`config.mk`:
```
export PLATFORM = sky130hd
export DESIGN_NAME = adpcm_enc_feeder_flat
export DESIGN_NICKNAME = d
export VERILOG_FILES = /design/src/rtl/adpcm_enc_feeder_if.sv /design/src/rtl/adpcm_enc_feeder.sv /design/src/flat_wrapper.sv
export SDC_FILE = /design/constraint.sdc
export NUM_CORES = 1
export LEC_CHECK = 0
export CAP_MARGIN = 25
export CORE_ASPECT_RATIO = 0.6
export CORE_MARGIN = 2
export CORE_UTILIZATION = 50
export DETAILED_ROUTE_END_ITERATION = 10
export GPL_ROUTABILITY_DRIVEN = 0
export PLACE_DENSITY = 0.7
export SYNTH_ARGS = -nofsm -noshare
export SYNTH_HDL_FRONTEND = slang
export SYNTH_SLANG_ARGS = --single-unit
```
`constraint.sdc`:
```
create_clock -name clk -period 3.7 [get_ports clk]
set_clock_uncertainty 0.2 [all_clocks]
set_input_delay 0.555 -clock clk [delete_from_list [all_inputs] [get_ports clk]]
set_output_delay 0.555 -clock clk [all_outputs]
set_load 0.03 [all_outputs]
```
`src/rtl/adpcm_enc_feeder_if.sv`:
```
// Stream, codec and packer signal bundle for adpcm_enc_feeder.
// The feeder uses the master modport; neighbours/bench use slave.
interface adpcm_enc_feeder_if;
    logic        s_valid;
    logic        s_ready;
    logic [15:0] s_pcm;
    logic        codec_req;
    logic        codec_ack;
    logic [15:0] codec_pcm;
    logic [3:0]  codec_adpcm;
    logic        pack_push;
    logic [3:0]  pack_adpcm;
    logic        pack_full;

    modport master (
        input  s_valid, s_pcm, codec_ack, codec_adpcm, pack_full,
        output s_ready, codec_req, codec_pcm, pack_push, pack_adpcm
    );

    modport slave (
        output s_valid, s_pcm, codec_ack, codec_adpcm, pack_full,
        input  s_ready, codec_req, codec_pcm, pack_push, pack_adpcm
    );
endinterface

```
`src/rtl/adpcm_enc_feeder.sv`:
```
// adpcm_enc_feeder: buffers PCM samples in a small FIFO, hands them one at a
// time to the adpcm encoder (toggle req / level ack), and forwards each 4-bit
// code to the nibble packer with a toggle push, waiting while it is full.
// A per-sample watchdog aborts a codec that never completes.
module adpcm_enc_feeder #(
    parameter int DEPTH   = 8,
    parameter int TIMEOUT = 16
) (
    input  logic                   clk,
    input  logic                   rstn,
    input  logic                   enable,
    adpcm_enc_feeder_if.master     bus,
    input  logic                   clr_err,
    output logic                   err,
    output logic [$clog2(DEPTH):0] level
);
    localparam int PTR_W = $clog2(DEPTH);
    localparam int LVL_W = PTR_W + 1;
    localparam int CNT_W = $clog2(TIMEOUT + 1);

    localparam logic [PTR_W-1:0] PTR_ONE   = PTR_W'(1);
    localparam logic [LVL_W-1:0] LVL_ONE   = LVL_W'(1);
    localparam logic [CNT_W-1:0] CNT_ONE   = CNT_W'(1);
    localparam logic [LVL_W-1:0] DEPTH_L   = LVL_W'(DEPTH);
    localparam logic [CNT_W-1:0] TIMEOUT_L = CNT_W'(TIMEOUT);

    typedef enum logic [2:0] {
        S_IDLE = 3'd0,
        S_REQ  = 3'd1,
        S_BUSY = 3'd2,
        S_DONE = 3'd3,
        S_PUSH = 3'd4
    } state_t;

    // FIFO state
    logic [15:0]      mem_r [DEPTH];
    logic [PTR_W-1:0] wr_ptr_r;
    logic [PTR_W-1:0] rd_ptr_r;
    logic [LVL_W-1:0] level_r;
    logic             s_ready_r;

    // Sequencer state and registered outputs
    state_t           state_r;
    logic             codec_req_r;
    logic [15:0]      codec_pcm_r;
    logic             pack_push_r;
    logic [3:0]       pack_adpcm_r;
    logic             err_r;
    logic [CNT_W-1:0] tmo_cnt_r;

    // Combinational helpers
    logic             wr_en_s;
    logic             pop_s;
    logic [LVL_W-1:0] level_nxt_s;
    logic [CNT_W-1:0] tmo_cnt_inc_s;
    logic             tmo_hit_s;

    // Handshake qualification, next occupancy and watchdog compare
    always_comb begin
        wr_en_s       = enable & bus.s_valid & s_ready_r;
        pop_s         = enable & (state_r == S_IDLE) &
                        (level_r != {LVL_W{1'b0}}) & bus.codec_ack;
        tmo_cnt_inc_s = tmo_cnt_r + CNT_ONE;
        tmo_hit_s     = (tmo_cnt_inc_s == TIMEOUT_L);
        level_nxt_s   = level_r;
        case ({wr_en_s, pop_s})
            2'b10:   level_nxt_s = level_r + LVL_ONE;
            2'b01:   level_nxt_s = level_r - LVL_ONE;
            default: level_nxt_s = level_r;
        endcase
    end

    // FIFO storage, wrapping pointers, occupancy and registered ready
    always_ff @(posedge clk or negedge rstn) begin
        if (!rstn) begin
            for (int i = 0; i < DEPTH; i++) begin
                mem_r[i] <= 16'h0000;
            end
            wr_ptr_r  <= {PTR_W{1'b0}};
            rd_ptr_r  <= {PTR_W{1'b0}};
            level_r   <= {LVL_W{1'b0}};
            s_ready_r <= 1'b1;
        end else if (enable) begin
            if (wr_en_s) begin
                mem_r[wr_ptr_r] <= bus.s_pcm;
                wr_ptr_r        <= wr_ptr_r + PTR_ONE;
            end
            if (pop_s) begin
                rd_ptr_r <= rd_ptr_r + PTR_ONE;
            end
            // Full is judged from occupancy so pointer equality is never ambiguous
            level_r   <= level_nxt_s;
            s_ready_r <= (level_nxt_s < DEPTH_L);
        end
    end

    // Sample sequencer: codec handshake, packer push, watchdog and sticky error
    always_ff @(posedge clk or negedge rstn) begin
        if (!rstn) begin
            state_r      <= S_IDLE;
            codec_req_r  <= 1'b0;
            codec_pcm_r  <= 16'h0000;
            pack_push_r  <= 1'b0;
            pack_adpcm_r <= 4'h0;
            err_r        <= 1'b0;
            tmo_cnt_r    <= {CNT_W{1'b0}};
        end else if (enable) begin
            // A timeout set later in this block overrides the clear
            if (clr_err) begin
                err_r <= 1'b0;
            end
            case (state_r)
                S_IDLE: begin
                    if (pop_s) begin
                        codec_pcm_r <= mem_r[rd_ptr_r];
                        state_r     <= S_REQ;
                    end
                end
                S_REQ: begin
                    codec_req_r <= ~codec_req_r;
                    tmo_cnt_r   <= {CNT_W{1'b0}};
                    state_r     <= S_BUSY;
                end
                S_BUSY: begin
                    tmo_cnt_r <= tmo_cnt_inc_s;
                    if (tmo_hit_s) begin
                        // Abort: sample dropped, req left as is
                        err_r   <= 1'b1;
                        state_r <= S_IDLE;
                    end else if (!bus.codec_ack) begin
                        state_r <= S_DONE;
                    end
                end
                S_DONE: begin
                    tmo_cnt_r <= tmo_cnt_inc_s;
                    if (tmo_hit_s) begin
                        err_r   <= 1'b1;
                        state_r <= S_IDLE;
                    end else if (bus.codec_ack) begin
                        pack_adpcm_r <= bus.codec_adpcm;
                        state_r      <= S_PUSH;
                    end
                end
                S_PUSH: begin
                    // No watchdog here: the packer may legitimately stall
                    if (!bus.pack_full) begin
                        pack_push_r <= ~pack_push_r;
                        state_r     <= S_IDLE;
                    end
                end
                default: begin
                    state_r <= S_IDLE;
                end
            endcase
        end
    end

    assign bus.s_ready    = s_ready_r;
    assign bus.codec_req  = codec_req_r;
    assign bus.codec_pcm  = codec_pcm_r;
    assign bus.pack_push  = pack_push_r;
    assign bus.pack_adpcm = pack_adpcm_r;
    assign err            = err_r;
    assign level          = level_r;
endmodule

```
`src/flat_wrapper.sv`:
```
// flat-port wrapper written by rule: the top's interface ports become plain ports
module adpcm_enc_feeder_flat 
#(
    parameter int DEPTH   = 8,
    parameter int TIMEOUT = 16
)
  (clk, rstn, enable, clr_err, err, level, bus_s_valid, bus_s_pcm, bus_codec_ack, bus_codec_adpcm, bus_pack_full, bus_s_ready, bus_codec_req, bus_codec_pcm, bus_pack_push, bus_pack_adpcm);
  adpcm_enc_feeder_if bus_i ();
  input  logic clk;
  input  logic rstn;
  input  logic enable;
  input  logic clr_err;
  output logic err;
  output logic [$clog2(DEPTH):0] level;
  input wire logic [$bits(bus_i.s_valid)-1:0] bus_s_valid;
  input wire logic [$bits(bus_i.s_pcm)-1:0] bus_s_pcm;
  input wire logic [$bits(bus_i.codec_ack)-1:0] bus_codec_ack;
  input wire logic [$bits(bus_i.codec_adpcm)-1:0] bus_codec_adpcm;
  input wire logic [$bits(bus_i.pack_full)-1:0] bus_pack_full;
  output wire logic [$bits(bus_i.s_ready)-1:0] bus_s_ready;
  output wire logic [$bits(bus_i.codec_req)-1:0] bus_codec_req;
  output wire logic [$bits(bus_i.codec_pcm)-1:0] bus_codec_pcm;
  output wire logic [$bits(bus_i.pack_push)-1:0] bus_pack_push;
  output wire logic [$bits(bus_i.pack_adpcm)-1:0] bus_pack_adpcm;
  assign bus_i.s_valid = bus_s_valid;
  assign bus_i.s_pcm = bus_s_pcm;
  assign bus_i.codec_ack = bus_codec_ack;
  assign bus_i.codec_adpcm = bus_codec_adpcm;
  assign bus_i.pack_full = bus_pack_full;
  assign bus_s_ready = bus_i.s_ready;
  assign bus_codec_req = bus_i.codec_req;
  assign bus_codec_pcm = bus_i.codec_pcm;
  assign bus_pack_push = bus_i.pack_push;
  assign bus_pack_adpcm = bus_i.pack_adpcm;
  adpcm_enc_feeder #(.DEPTH(DEPTH), .TIMEOUT(TIMEOUT)) u_core (.clk(clk), .rstn(rstn), .enable(enable), .bus(bus_i), .clr_err(clr_err), .err(err), .level(level));
endmodule
```
Word level (Yosys, flattened, before mapping) --
Cells that the tools add are included.
Word-level totals: word-level logic and storage cells 81, register bits after elaboration 170, output and inout port bits 28
Cells by class: add/subtract/negate cells 5, reductions and logical operators 13, mux-type cells 18, order comparisons 4, bitwise operators 11, eq/ne operators 11
Operators by type and width (number):
- $bwmux 128 | 1
- $bmux 16 s3 | 1
- $demux 16 s3 | 1
- $mux 16 | 3
- $mux 3 | 6
- $pmux 3 s5 | 1
- $pmux 5 s2 | 1
- $ge 4x4->1 const B | 2
- $not 3->4 | 2
- $pmux 4 s2 | 1
- $reduce_and 2->1 | 4
- $add 3x1->3 const B | 2
- $eq 3x2->1 const B | 2
- $ne 3x2->1 const B | 2
- $reduce_and 3->1 | 2
- $add 5x1->5 const B | 1
- $and 1x1->1 | 5
- $eq 5x5->1 const B | 1
- $reduce_and 5->1 | 1
- $add 4x1->4 const B | 1
- $lt 4x1->1 const B | 1
- $lt 4x4->1 const B | 1
- $not 1->1 | 4
- $reduce_and 4->1 | 1
- other kinds (13) | 15

Logic depth before layout (Yosys ltp) --
depth in word-level cells 7, mapped depth 12, depth with buffers taken out 9

Worst setup path after synthesis --
No wires, ideal clock.
path type input-to-reg, from in enable, to reg u_core.s_ready_r, in the netlist u_core.bus.s_ready, library setup time 88 ps, stages 10, arrival 2807 ps, buffers on the path 3, path slack 605 ps, cells stage by stage buf_4 nand2b_1 nor4_4 clkbuf_1 ha_1 clkbuf_1 and3b_1 o21ai_0 o221ai_1 or3_1
On the way: cells in the longest elaborated chain, start to end 6
Ends and longest elaborated chain:
- start, declared | line flat_wrapper.sv:11 | input logic enable;
- $and 1x1->1 (2 in a row) | line adpcm_enc_feeder.sv:61 | pop_s = enable & (state_r == S_IDLE) &
- $and 1x1->1 | line adpcm_enc_feeder.sv:62 | (level_r != {LVL_W{1'b0}}) & bus.codec_ack;
- $eq 2x1->1 or $eq 2x2->1 (tied branches) | line adpcm_enc_feeder.sv:66 | case ({wr_en_s, pop_s})
- $pmux 4 s2 | line adpcm_enc_feeder.sv:66
- $lt 4x4->1 | line adpcm_enc_feeder.sv:93 | s_ready_r <= (level_nxt_s < DEPTH_L);
- end signal, assigned | line adpcm_enc_feeder.sv:93
- end, declared | line adpcm_enc_feeder.sv:40 | logic s_ready_r;
Several ways; a longest one is shown, not always the timed one. A chain may end at the register's enable or synchronous reset.

Final worst setup path --
from reg u_core.level_r[2], in the netlist u_core.level[2], to reg u_core.s_ready_r, in the netlist u_core.bus.s_ready
On the way: cells in the longest elaborated chain, start to end 6
Ends and longest elaborated chain:
- start, declared | line adpcm_enc_feeder.sv:39 | logic [LVL_W-1:0] level_r;
- start signal, assigned | line adpcm_enc_feeder.sv:81 | level_r <= {LVL_W{1'b0}};
- start signal, assigned | line adpcm_enc_feeder.sv:92 | level_r <= level_nxt_s;
- $reduce_bool 4->1 | line adpcm_enc_feeder.sv:62
- $and 1x1->1 | line adpcm_enc_feeder.sv:61
- $and 1x1->1 | line adpcm_enc_feeder.sv:62
- $eq 2x1->1 or $eq 2x2->1 (tied branches) | line adpcm_enc_feeder.sv:66
- $pmux 4 s2 * | line adpcm_enc_feeder.sv:66
- $lt 4x4->1 * | line adpcm_enc_feeder.sv:93
Mark *: on every way between the ends. The rest lies on a longest branch, timed or not.

==> out/qor_table.md <==
| Group | Result | This run |
|---|---|---|
| yosys | Yosys Warn Count | 0 |
| global routing | Vias in the first global route | 4722 |
| power and ir drop | Worst ir drop on vdd | 0.4120 mV |
| die | Count of standard-cell rows | 34 |
| clocking | CTS Hold Buffers Added | 1 |
| die | Area enclosed by the die boundary | 0.01629 sq mm |
| routing | DRT Wirelength | 15520 microns |
| clocking | Max clock buf depth | 2 |
| worst setup path | Maximum cell stage delay along the critical path | 690 ps |
| global routing | Global-route wire length before repair | 25470 microns |
| routing | DRC violations left | 0 |
| worst setup path | End of the worst register-to-register path | u_core.bus.s_ready |
| finish | Net count of the finished layout | 609 |
| yosys | Number of synthesized flops with an enable pin | 0 |
| finish | Share of layout cells above drive strength 1 | 36.22% |
| clocking | H-tree levels | 4 |
| clocking | Root buf cell | sky130_fd_sc_hd__clkbuf_16 |
| outcome | Run status | complete, no violations |
| routing | Starting DRC count in detailed routing | 224 |
| power and ir drop | Power per standard cell area | 879.9 mW/mm^2 |
| placed design | Cells after DPL | 754 |
| power and ir drop | Seq pwr share | 43.4% |
| die | Width of the die | 163.5 microns |
| power and ir drop | Clock power share | 21.3% |
| finish | Antenna diode instance count | 0 |
| worst setup path | Data required, critical path | 3830 ps |
| routing | Wirelength per Cell | 19.75 microns |
| global routing | Leftover overflow at the end of global routing | 0 |
| yosys | Register bit total from synthesis | 170 |
| worst hold path | Min-Delay Path Depth | 1 |
| routing | Number of vias per cell | 5.668 |
| finish | Commonest cells after routing, fill and taps aside | sky130_fd_sc_hd__dfrtp_1 (167), sky130_fd_sc_hd__mux2_2 (125), sky130_fd_sc_hd__clkdlybuf4s50_1 (53) |
| timing | Highest clock frequency the design can meet | 354.0 MHz |
| finish | Filler-free cell count of the finished design | 786 |
| timing | Period Utilization, post-route | 76.35% |
| worst setup path | Type of destination of the critical path | flip-flop |
| yosys | Synthesized area per cell | 14.84 sq um |
| yosys | Async SR Flop Fraction | 100.0% |
| worst setup path | Cell with the largest stage delay on the worst path | sky130_fd_sc_hd__o41ai_1 |
| yosys | Dominant synthesized flop cell | sky130_fd_sc_hd__dfrtp_1 |
| worst setup path | Chain of cells forming the critical path | o41ai_1, nor4_4, buf_4, ha_1, xor2_1, a22oi_1, nor2_1, or3_1 |
| global routing | Antenna violations before repair | 0 |
| placed design | Post-detail-place hpwl | 9948 microns |
| flow run | Max cap viols | 0 |
| clocking | Number of gates resized after cts | 0 |
| clocking | Sink Count | 170 |
| routing | Initial DRT Pass Iterations | 4 |
| die | Die height | 99.67 microns |
| routing | Count of antenna-violating nets left after detailed routing | 0 |
| global routing | Total global routing track utilization | 20.53% |
| power and ir drop | Total internal power | 5.350 mW |
| die | Initial standard-cell utilization of the core | 51.97% |
| timing | Total setup violations reported at the end of the flow | 0 |
| worst setup path | Data arrival time of the critical path | 2950 ps |
| finish | Core utilization of the finished layout | 61.47% |
| routing | Total via count in the routed design | 4455 |
| finish | Syn-to-layout area delta | 18.27% |
| worst hold path | Hold Path End | u_core.bus.codec_req |
| clocking | Clock-pin slew reported for the worst setup and hold paths after clock tree synthesis | 70 ps |
| worst setup path | Highest fanout seen on the critical path | 15 |
| worst setup path | Setup slack of the most critical reg-to-reg path | 870 ps |
| timing | Setup repair after global routing missed its margin | no |
| timing | Worst Tran Pin Value | 920.7 ps |
| worst hold path | Beginning of the worst hold path | u_core.bus.codec_req |
| power and ir drop | Switching part of the total | 32.60% |
| timing | Final count of hold timing violations | 0 |
| timing | Slew Limit Fails | 0 |
| die | Top Ports | 55 |
| clocking | Latest clock arrival within the worst-skew pair | 410 ps |
| clocking | Post-CTS Repair Setup Buffers | 0 |
| worst setup path | Worst setup path startpoint | u_core.level[2] |
| global routing | Maximum number of pins on one net before global-route repair | 78 |
| power and ir drop | Static leakage | 3.848 nW |
| power and ir drop | Total Power | 7.938 mW |
| yosys | Synthesized netlist cell count | 514 |
| yosys | Library cells used by synthesis | 43 |
| die | Area of the placeable core | 0.01468 sq mm |
| worst setup path | RR Startpoint | u_core.level[2] |
| yosys | Part of the Yosys area used for sequential elements | 55.79% |
| power and ir drop | Net load switching power | 2.588 mW |
| timing | Final sum of negative setup slack | 0 ps |
| yosys | Post-synthesis instance area | 0.007627 sq mm |
| worst hold path | Hold Crit Class | flip-flop to flip-flop |
| clocking | TritonCTS clock tree | built |
| power and ir drop | Share of power burned in combinational logic | 35.3% |
| worst setup path | Path type of the worst setup path | flip-flop to flip-flop |
| worst setup path | Startpoint type of the worst setup path | flip-flop |
| worst setup path | Depth of the worst register-to-register path | 8 |
| placed design | Number of buffers inserted by port buffering | 54 |
| timing | Time the worst path needs with I/O delays and setup | 2825 ps |
| yosys | Net Count, Synth | 547 |
| finish | Most common cell after layout, fill and taps aside | sky130_fd_sc_hd__dfrtp_1 |
| clocking | Number of buffers inserted during clock tree synthesis | 17 |
| timing | Max_slew headroom | 38.62% |
[Yosys cell counts, types with 2 or more instances]
cell	count	area share (%)
sky130_fd_sc_hd__mux2_1	10	1.5
sky130_fd_sc_hd__nor2b_1	5	0.41
sky130_fd_sc_hd__nand4_1	2	0.16
sky130_fd_sc_hd__nand2b_1	4	0.33
sky130_fd_sc_hd__nand2_1	15	0.74
sky130_fd_sc_hd__mux2i_1	16	2.1
sky130_fd_sc_hd__and4b_1	2	0.26
sky130_fd_sc_hd__ha_1	6	0.98
sky130_fd_sc_hd__nand3_1	3	0.20
sky130_fd_sc_hd__o21ai_0	5	0.33
sky130_fd_sc_hd__or3_1	3	0.25
sky130_fd_sc_hd__nor3_1	3	0.20
sky130_fd_sc_hd__buf_2	15	0.98
sky130_fd_sc_hd__xnor2_1	7	0.80
sky130_fd_sc_hd__clkbuf_1	12	0.59
sky130_fd_sc_hd__xor2_1	5	0.57
sky130_fd_sc_hd__mux4_2	32	9.4
sky130_fd_sc_hd__dfrtp_1	169	55
sky130_fd_sc_hd__a21o_1	2	0.20
sky130_fd_sc_hd__nand3b_1	2	0.20
sky130_fd_sc_hd__a31oi_1	2	0.16
sky130_fd_sc_hd__o31ai_1	2	0.20
sky130_fd_sc_hd__nor2_1	23	1.1
sky130_fd_sc_hd__mux2_2	125	18
sky130_fd_sc_hd__a22o_1	3	0.34
sky130_fd_sc_hd__nor3_2	3	0.39
sky130_fd_sc_hd__a21oi_1	22	1.4
[how the worst max path moves through the flow]
stage	endpoint	slack, ps	depth (start not counted)
final	u_core.bus.s_ready	870	8
after global routing	u_core.bus.s_ready	680	8
after CTS	u_core.bus.s_ready	880	8
after detailed placement	u_core.bus.s_ready	580	9
after global placement	u_core.bus.s_ready	660	9
after floorplan	u_core.bus.s_ready	600	10
[power groups by stage]
| stage | registers (mW) | logic (mW) | clock network [mW] |
|---|---|---|---|
| final | 3.45 | 2.80 | 1.69 |
| after floorplan | 3.43 | 1.94 | 0 |
| after global placement | 3.43 | 2.71 | 0 |
| after detailed placement | 3.47 | 2.82 | 0 |
| after global routing | 3.58 | 3.04 | 1.80 |
| after CTS | 3.45 | 2.84 | 1.73 |
[through the flow]
| step | hold slack (ps) | setup slack [ps] | area [sq um] |
|---|---|---|---|
| after CTS | 284.2 | 880.6 | 9021 |
| after floorplan | 59.41 | 604.7 | 7627 |
| after global placement | 260.3 | 658.8 | 8426 |
| after global routing | 307.2 | 682.7 | 9021 |
| final | 282.6 | 875.0 | 9021 |
| after detailed placement | 259.5 | 577.5 | 8453 |
[sequential cells by signal, indices dropped and copies added, names as in the netlist, 3 cells and up, named ones only]
signal and count:
u_core.bus.codec_pcm 16, u_core.bus.pack_adpcm 4, u_core.level 3, u_core.mem_r 128, u_core.rd_ptr_r 3, u_core.state_r 3
u_core.tmo_cnt_r 5, u_core.wr_ptr_r 3
[kinds of logic (layout without fill, tap and decap cells)]
family                     Yosys count  count (layout)  synth area share (%)
buffers and inverters               30             104                 1.870
DFF                                170             170                 55.79
adders and majority gates            6               6                0.9842
muxes                              183             183                 31.48
and+or+nand+nor                     71              71                 5.200
xor gates and xnor gates            12              12                 1.378
AOI/OAI and AO/OA                   42              42                 3.297
[layout make-up]
class | count | area (sq um)
fill | 1116 | 5655
sequential | 170 | 4258
multi-input combinational | 314 | 3229
timing repair buffer | 72 | 724.4
clock buffer | 19 | 442.9
tap | 198 | 247.7
clock inverter | 12 | 115.1
inverter | 1 | 3.754
[metal layers]
metal	wire, microns	up-vias	track usage (%)
met4	206	0	5.533
met1	7472	2354	29.15
met2	7390	63	33.04
met5	0	-	0
met3	455	16	3.753
li1	-	2022	-
[critical path, delay by kind of cell (launching register included)]
family / cells / cell delay, ps
buffers and inverters: 1 / 220
DFF: 1 / 460
xor gates and xnor gates: 1 / 150
AOI/OAI and AO/OA: 2 / 940
and+or+nand+nor: 3 / 530
adders and majority gates: 1 / 240
No activity file was read; power rests on OpenSTA's default activity.
